## src/rtl/wrt_buf_d_pkg.sv

```systemverilog
// Shared cache constants and the FSM encoding used by the write-back and fill-side buffers.
package wrt_buf_d_pkg;

    localparam int LINE_W = 512;
    localparam int DATA_W = 32;
    localparam int BEATS  = LINE_W / DATA_W;
    localparam int OFS_W  = 6;
    localparam int CNT_W  = $clog2(BEATS);

    // AXI burst length field (beats minus one)
    localparam logic [7:0] AXI_LEN = 8'(BEATS - 1);

    typedef enum logic [1:0] {
        IDLE = 2'd0,
        REQ  = 2'd1,
        DATA = 2'd2,
        RESP = 2'd3
    } buf_state_e;

endpackage

```

## src/rtl/wrt_buf_d.sv

```systemverilog
// Data-cache write-back buffer: snapshots a dirty victim line and streams it to the
// AXI bridge as one 16-beat burst, lowest word first.
module wrt_buf_d
    import wrt_buf_d_pkg::*;
(
    input  logic              clk,
    input  logic              rst,
    input  logic              wrt_start,
    input  logic [31:0]       wrt_addr,
    input  logic [LINE_W-1:0] wrt_line,
    output logic              wrt_busy,
    output logic              wrt_done,
    output logic              wr_req,
    output logic [31:0]       wr_addr,
    input  logic              wr_rdy,
    output logic [DATA_W-1:0] w_data,
    output logic              w_valid,
    output logic              w_last,
    input  logic              w_ready,
    input  logic              b_valid
);

    buf_state_e                   state, state_nxt;
    logic [BEATS-1:0][DATA_W-1:0] line;
    logic [CNT_W-1:0]             count;
    logic [31:0]                  addr;
    logic                         done;
    logic                         accept;
    logic                         beat;

    assign accept = (state == IDLE) && wrt_start;
    assign beat   = (state == DATA) && w_ready;

    always_ff @(posedge clk) begin
        if (rst) begin
            state <= IDLE;
            count <= '0;
            addr  <= '0;
            done  <= 1'b0;
        end else begin
            state <= state_nxt;
            done  <= (state == RESP) && b_valid;
            if (accept) begin
                addr  <= {wrt_addr[31:OFS_W], {OFS_W{1'b0}}};
                count <= '0;
            end else if (beat) begin
                // wraps to 0 on the final beat, which is also the exit from DATA
                count <= count + 1'b1;
            end
        end
    end

    // Line storage carries no reset; it is only meaningful once captured.
    always_ff @(posedge clk) begin
        if (accept)
            line <= wrt_line;
    end

    always_comb begin
        state_nxt = state;
        wrt_busy  = 1'b1;
        wr_req    = 1'b0;
        w_valid   = 1'b0;
        w_last    = 1'b0;
        w_data    = '0;
        unique case (state)
            IDLE: begin
                wrt_busy = 1'b0;
                if (wrt_start)
                    state_nxt = REQ;
            end
            REQ: begin
                wr_req = 1'b1;
                if (wr_rdy)
                    state_nxt = DATA;
            end
            DATA: begin
                // beat-select mux keeps w_data steady under backpressure for free
                w_valid = 1'b1;
                w_data  = line[count];
                w_last  = (count == CNT_W'(BEATS - 1));
                if (w_ready && w_last)
                    state_nxt = RESP;
            end
            RESP: begin
                if (b_valid)
                    state_nxt = IDLE;
            end
            default: state_nxt = IDLE;
        endcase
    end

    assign wr_addr  = addr;
    assign wrt_done = done;

endmodule
```

## config.mk

```make
export PLATFORM = sky130hd
export DESIGN_NAME = wrt_buf_d
export DESIGN_NICKNAME = d
export VERILOG_FILES = /design/src/rtl/wrt_buf_d_pkg.sv /design/src/rtl/wrt_buf_d.sv
export SDC_FILE = /design/constraint.sdc
export NUM_CORES = 1
export LEC_CHECK = 0
export ABC_AREA = 1
export BUFFER_PORTS_ARGS = -buffer_cell sky130_fd_sc_hd__buf_2
export CAP_MARGIN = 20
export CORE_AREA = 2 2 238 240
export CTS_CLUSTER_DIAMETER = 30
export DETAILED_ROUTE_END_ITERATION = 10
export DIE_AREA = 0 0 240 242
export GPL_TIMING_DRIVEN = 0
export HOLD_SLACK_MARGIN = 0.08
export PLACE_DENSITY = 0.76
export SETUP_SLACK_MARGIN = 0.2
export SLEW_MARGIN = 25
export SYNTH_ARGS = -nofsm -noshare
export SYNTH_HDL_FRONTEND = slang
export SYNTH_SLANG_ARGS = --single-unit
```

## constraint.sdc

```tcl
create_clock -name clk -period 13.3 [get_ports clk]
set_input_delay 0.665 -clock clk [delete_from_list [all_inputs] [get_ports clk]]
set_output_delay 0.665 -clock clk [all_outputs]
set_load 0.02 [all_outputs]
```

Word level (Yosys, flattened, before mapping)
Cells that the tools add are included.
W data, S select, Z words.
{"block": "totals", "inputBits": 550, "out_inout_bits": 69, "ff_bits": 545, "word_cells": 49}
{"block": "classes", "reduce_logical": 7, "magnitude_cmp": 1, "addsub": 1, "eq_ne": 8, "n_mux": 12}
{"operator": "$bmux W32 S4", "n": 1}
{"operator": "$mux W32", "n": 2}
{"operator": "$mux W2", "n": 4}
{"operator": "$pmux W2 S4", "n": 1}
{"operator": "$ne A2 B2 Y1 const B", "n": 3}
{"operator": "$lt A4 B5 Y1 const B", "n": 1}
{"operator": "$add A4 B1 Y4 const B", "n": 1}
{"operator": "$eq A2 B2 Y1 const B", "n": 2}
{"operator": "$eq A4 B4 Y1 const B", "n": 1}
{"operator": "$logic_and A1 B1 Y1", "n": 4}
{"operator": "$mux W1", "n": 4}
{"operator": "$reduce_and A4 Y1", "n": 1}
{"operator": "$eq A2 B1 Y1 const B", "n": 1}
{"operator": "$logic_not A2 Y1", "n": 1}
{"operator": "$ne A2 B1 Y1 const B", "n": 1}
{"operator": "$reduce_or A2 Y1", "n": 1}

Logic depth before layout (Yosys ltp)
{"block": "logic_depth", "word_depth": 4, "depth_mapped": 11, "ltp_nobuf": 9}

Worst setup path before layout
OpenSTA, ideal clock, no wires.
{"block": "synth_path", "path_kind": "input-to-reg", "startpoint": "input wrt_start", "endpoint": "register line[0] (netlist name) (enable)", "t_required_ns": 12.645, "cell_stages": 3, "slack_ns": 5.686, "n_path_buf": 1, "arrival_time_ns": 6.959, "setup_time_ns": 0.655, "cell_sequence": "nand2_1 > clkinv_1 > buf_2"}
{"block": "synth_between", "elab_chain_len": 1}
{"item": "start, declared", "line": "wrt_buf_d.sv:8", "text": "input logic wrt_start,"}
{"item": "$logic_and A1 B1 Y1", "line": "wrt_buf_d.sv:31", "text": "assign accept = (state == IDLE) && wrt_start;"}
{"item": "via accept", "line": "wrt_buf_d.sv:28", "text": "logic accept;"}
{"item": "end signal, assigned", "line": "wrt_buf_d.sv:56", "text": "line <= wrt_line;"}
{"item": "end, declared", "line": "wrt_buf_d.sv:24", "text": "logic [BEATS-1:0][DATA_W-1:0] line;"}
The timed path passes the listed nets, and every way through them passes these cells.
A chain may end at the register's enable or synchronous reset.

Final worst setup path
{"block": "layout_path", "startpoint": "register count[1]", "endpoint": "output w_data[31]"}
{"block": "layout_between", "elab_chain_len": 3}
{"item": "start, declared", "line": "wrt_buf_d.sv:25", "text": "logic [CNT_W-1:0] count;"}
{"item": "start signal, assigned", "line": "wrt_buf_d.sv:48", "text": "count <= count + 1'b1;"}
{"item": "$bmux W32 S4", "line": "wrt_buf_d.sv:80", "text": "w_data = line[count];"}
{"item": "$mux W32 (not written as such)", "line": "wrt_buf_d.sv:80"}
{"item": "$mux W32", "line": "wrt_buf_d.sv:66", "text": "unique case (state)"}
{"item": "end, declared", "line": "wrt_buf_d.sv:16", "text": "output logic [DATA_W-1:0] w_data,"}
Every way passes these cells. The select of a mux whose other input is x is not followed.

==> results <==
- The placeable core region is between 0.05 and 0.06 mm².
- Counting flops and latches in the post-synthesis netlist gives between 500 and 600.
- The max-slew violation count came to 0.
- In this run the static leakage power is roughly 15 nW.
- The async set or reset register ratio after synthesis is 0.
- Of all cell types, the one taking the most synthesized area is edfxtp_1.
- At the pin with the least slew margin, the transition time is approximately 790 ps.
- The number of buffer and inverter stages on the critical path is 4.
- After the last flow step, the layout net total stands at 3581.
- The logic gate share of total power is 0.189.
- The remaining global-route overflow is 0.
- The internal power of the cells totals between 0.004 and 0.005 W.
- The cell count after synthesis is between 2000 and 2500.
- The worst IR drop on VDD is between 0.15 and 0.2 mV.
- The maximum number of pins on one net before global-route repair is 103.
- The run finished with clean final reports.
- The first routing iteration left between 1500 and 2000 violations.
- The floorplan step defined a die boundary enclosing 0.0581 mm².
- The share of the cycle needed by the critical path after routing is 0.283.
- Yosys mapped the design onto 22 distinct sky130hd cell types.
- Counting along the longest clock path gives a buffer depth of 3.
- The power per cell area is just over 200 mW/mm².
- The number of buffers added by the clock tree synthesis step is between 100 and 150.
- The buffers inserted during post-CTS setup optimization is 0.
- The synthesized design contains slightly above 500 enable-type register cells.
- The critical path's top delay family is buffers and inverters.
- For this design the total switching power over the nets is 0.00194 W.
- The global routing usage summed across all routing layers is 0.268.
- The detail route stage leaves a number of antenna-violating nets equal to 0.
- After detailed routing, the number of vias per cell comes to just under 5.
- For the worst-skew pair, the clock arrives at the later sink with an insertion delay of between 600 and 700 ps.
- The worst setup path is captured at a primary output.
- The setup skew after layout is about 40 ps.
- The root buffer cell chosen for the clock tree is clkbuf_16.
- TritonCTS built the clock tree.
- Post-CTS repair changed the size of 0 cells.
- The clock net in this run drives a total of ~550 sinks.
- Routability-driven placement finished with a final weighted congestion of 0.933.
- Setup total negative slack on the finished layout was measured at 0 ps.
- The most common cell in the synthesized netlist is nand2_1.
- The upper clock frequency limit is about 0.27 GHz.
- The number of design rule violations left after detail routing is 0.
- The die height is between 200 and 250 µm.
- In this run the worst hold path is classified as input port to flip-flop.
- At the end of the flow the core is filled with cells to 0.563.
- The total wire length after detailed routing is about 80 mm.
- Of the total power, the clock network draws 0.425.
- The signed area change from the synthesized netlist to the final layout is 34.4%.
- By count the netlist is led by 880 x nand2_1, 512 x edfxtp_1, 360 x inv_1.
- The number of rows created at floorplan is between 80 and 90.
- The number of hold-repair buffers added at the cts stage is 0.
- The via count of the first global-routing pass is about 19000.
- The initial antenna violation count came to 51.
- The mean routed wirelength per cell is approximately 20 µm.
- The data arrival time of the critical path is slightly above 3000 ps.
- Of the total power, registers draw 0.386.
- The signal on the critical path passes through inv_2 > buf_2 > clkbuf_1 > nand2_1 > nand3_1 > nand3_1 > a21oi_1 > buf_2.
- The startpoint type of the worst setup path is a flip-flop.
- The count of TritonRoute iterations in the first routing pass is 6.
- The clock slew seen by the registers of the worst setup and hold paths is 60 ps.
- The max-capacitance violation count is 0.
- The number of levels the H-tree was split into is 3.
- The total half-perimeter wirelength after legalization and detailed placement is about 58 mm.
- The synthesized area per cell is 10.1 µm².
- In this run the cell area of the synthesized design comes to approximately 0.023 mm².
- Yosys printed 0 warnings.
- The critical path is of the flip-flop to primary output type.
- The wire length of the first global-routing pass is roughly 110 mm.
- In this run the worst path has a maximum fanout of 11.
- The most used flip-flop cell after synthesis is edfxtp_1.
- The via total after detailed routing is approximately 19000.
- In the final layout, the share of cells above drive strength 1 is 0.284.
- The final count of hold timing violations is 0.
- The net switching fraction of the power is 0.298.
- Measured against its own limit, the worst slew margin works out to 0.471.
- For this run, the slowest stage of the critical path takes ~540 ps.
- By area the synthesized netlist is led by edfxtp_1 66%, nand2_1 14%, inv_1 5.8%, nand3_1 5.6%, dfxtp_1 2.8%.
- The worst endpoint required time is ~13000 ps.
- Setup repair after global routing left no endpoint under its margin.
- Of the synthesized area, sequential elements account for 0.687.
- The share of synthesized area in the top cell type comes to 0.659.
- The initial utilization of the core area, before any placement, comes to 0.419.
- Setup violations remaining at the end of the flow were counted as 0.
- The port buffer count is around 610.
- The cell with the largest stage delay on the worst path is clkbuf_1.
- The die boundary width is approximately 240 µm.
- The final critical path time including I/O delays and setup is 3770 ps.
- For this design the top-level I/O count stands at 619.
==> sequential cells by signal (all words and copies together) (netlist names) <==
register  cells
count         4
wr_addr      26
state         2
line        512
wrt_done      1
==> layer usage <==
layer  global-route usage  vias up  wire length [µm]
met3               0.0696      230              7090
met1                0.311     8875             29200
met4                0.146       18              3960
met5                    0        -               114
li1                     -     8903                 -
met2                0.452      934             39100
==> kinds of logic (layout without fill, tap and decap cells) <==
family / after synthesis / in the layout / synth area share
simple gates: 1205 / 1205 / 0.208
flops: 545 / 545 / 0.687
buf+inv: 482 / 1293 / 0.0882
compound gates: 62 / 62 / 0.0136
fa+ha+maj: 6 / 6 / 0.00322
other cells: 1 / 55 / 0.000161
==> through the flow <==
step | hold WS [ps] | power [W] | instance area [µm²] | setup WS (ps) | instances
2_1_floorplan | 466 | 0.00336 | 23400 | 5690 | 2306
3_5_place_dp | 467 | 0.00375 | 27500 | 9790 | 3673
6_report | 175 | 0.00650 | 31400 | 9530 | 3922
3_3_place_gp | 457 | 0.00387 | 27300 | 3110 | 3668
4_1_cts | 132 | 0.00654 | 31300 | 9470 | 3873
5_1_grt | 142 | 0.00677 | 31400 | 9410 | 3910
==> cells in the final DEF, fill, tap and decap left out, types with 2 or more instances in the layout <==
cell	instances
buf_6	15
clkinv_1	11
inv_6	15
diode_2	49
bufinv_16	16
nor2_1	62
clkinv_2	13
clkbuf_16	107
nand2_1	880
inv_2	2
ha_1	6
buf_1	8
buf_16	5
a21oi_1	34
edfxtp_1	512
nand3_1	259
clkinv_4	14
conb_1	6
clkinvlp_4	17
inv_1	360
clkbuf_1	29
clkinv_16	3
o21ai_0	26
buf_4	19
buf_2	655
dfxtp_1	33
nor3_1	3
==> power groups by stage <==
| stage | sequential [W] | combinational (W) | clock, W |
|---|---|---|---|
| after floorplan | 0.00267 | 0.000694 | 0 |
| after global placement | 0.00271 | 0.00116 | 0 |
| after global routing | 0.00254 | 0.00135 | 0.00288 |
| after detailed placement | 0.00253 | 0.00122 | 0 |
| after CTS | 0.00251 | 0.00124 | 0.00279 |
| final | 0.00251 | 0.00123 | 0.00276 |
==> cell type report <==
| type | instances | area [µm²] |
|---|---|---|
| fill | 4693 | 24300 |
| inverter | 366 | 1380 |
| timing repair buffer | 611 | 3170 |
| clock inverter | 87 | 1060 |
| clock buffer | 113 | 2710 |
| multi-input combinational | 1279 | 5270 |
| tap | 756 | 946 |
| sequential | 545 | 16000 |
| antenna | 49 | 123 |
| buffer | 116 | 692 |
==> worst paths after layout <==
kind	startpoint	slack, ps	cells after the start	to
max	count[1]	9530	8	w_data[31]
min	wrt_line[396]	180	1	line[396]
max reg2reg	state[0]	9800	8	line[293]
min reg2reg	wr_addr[23]	480	2	wr_addr[23]
(Power assumes the default switching activity.)
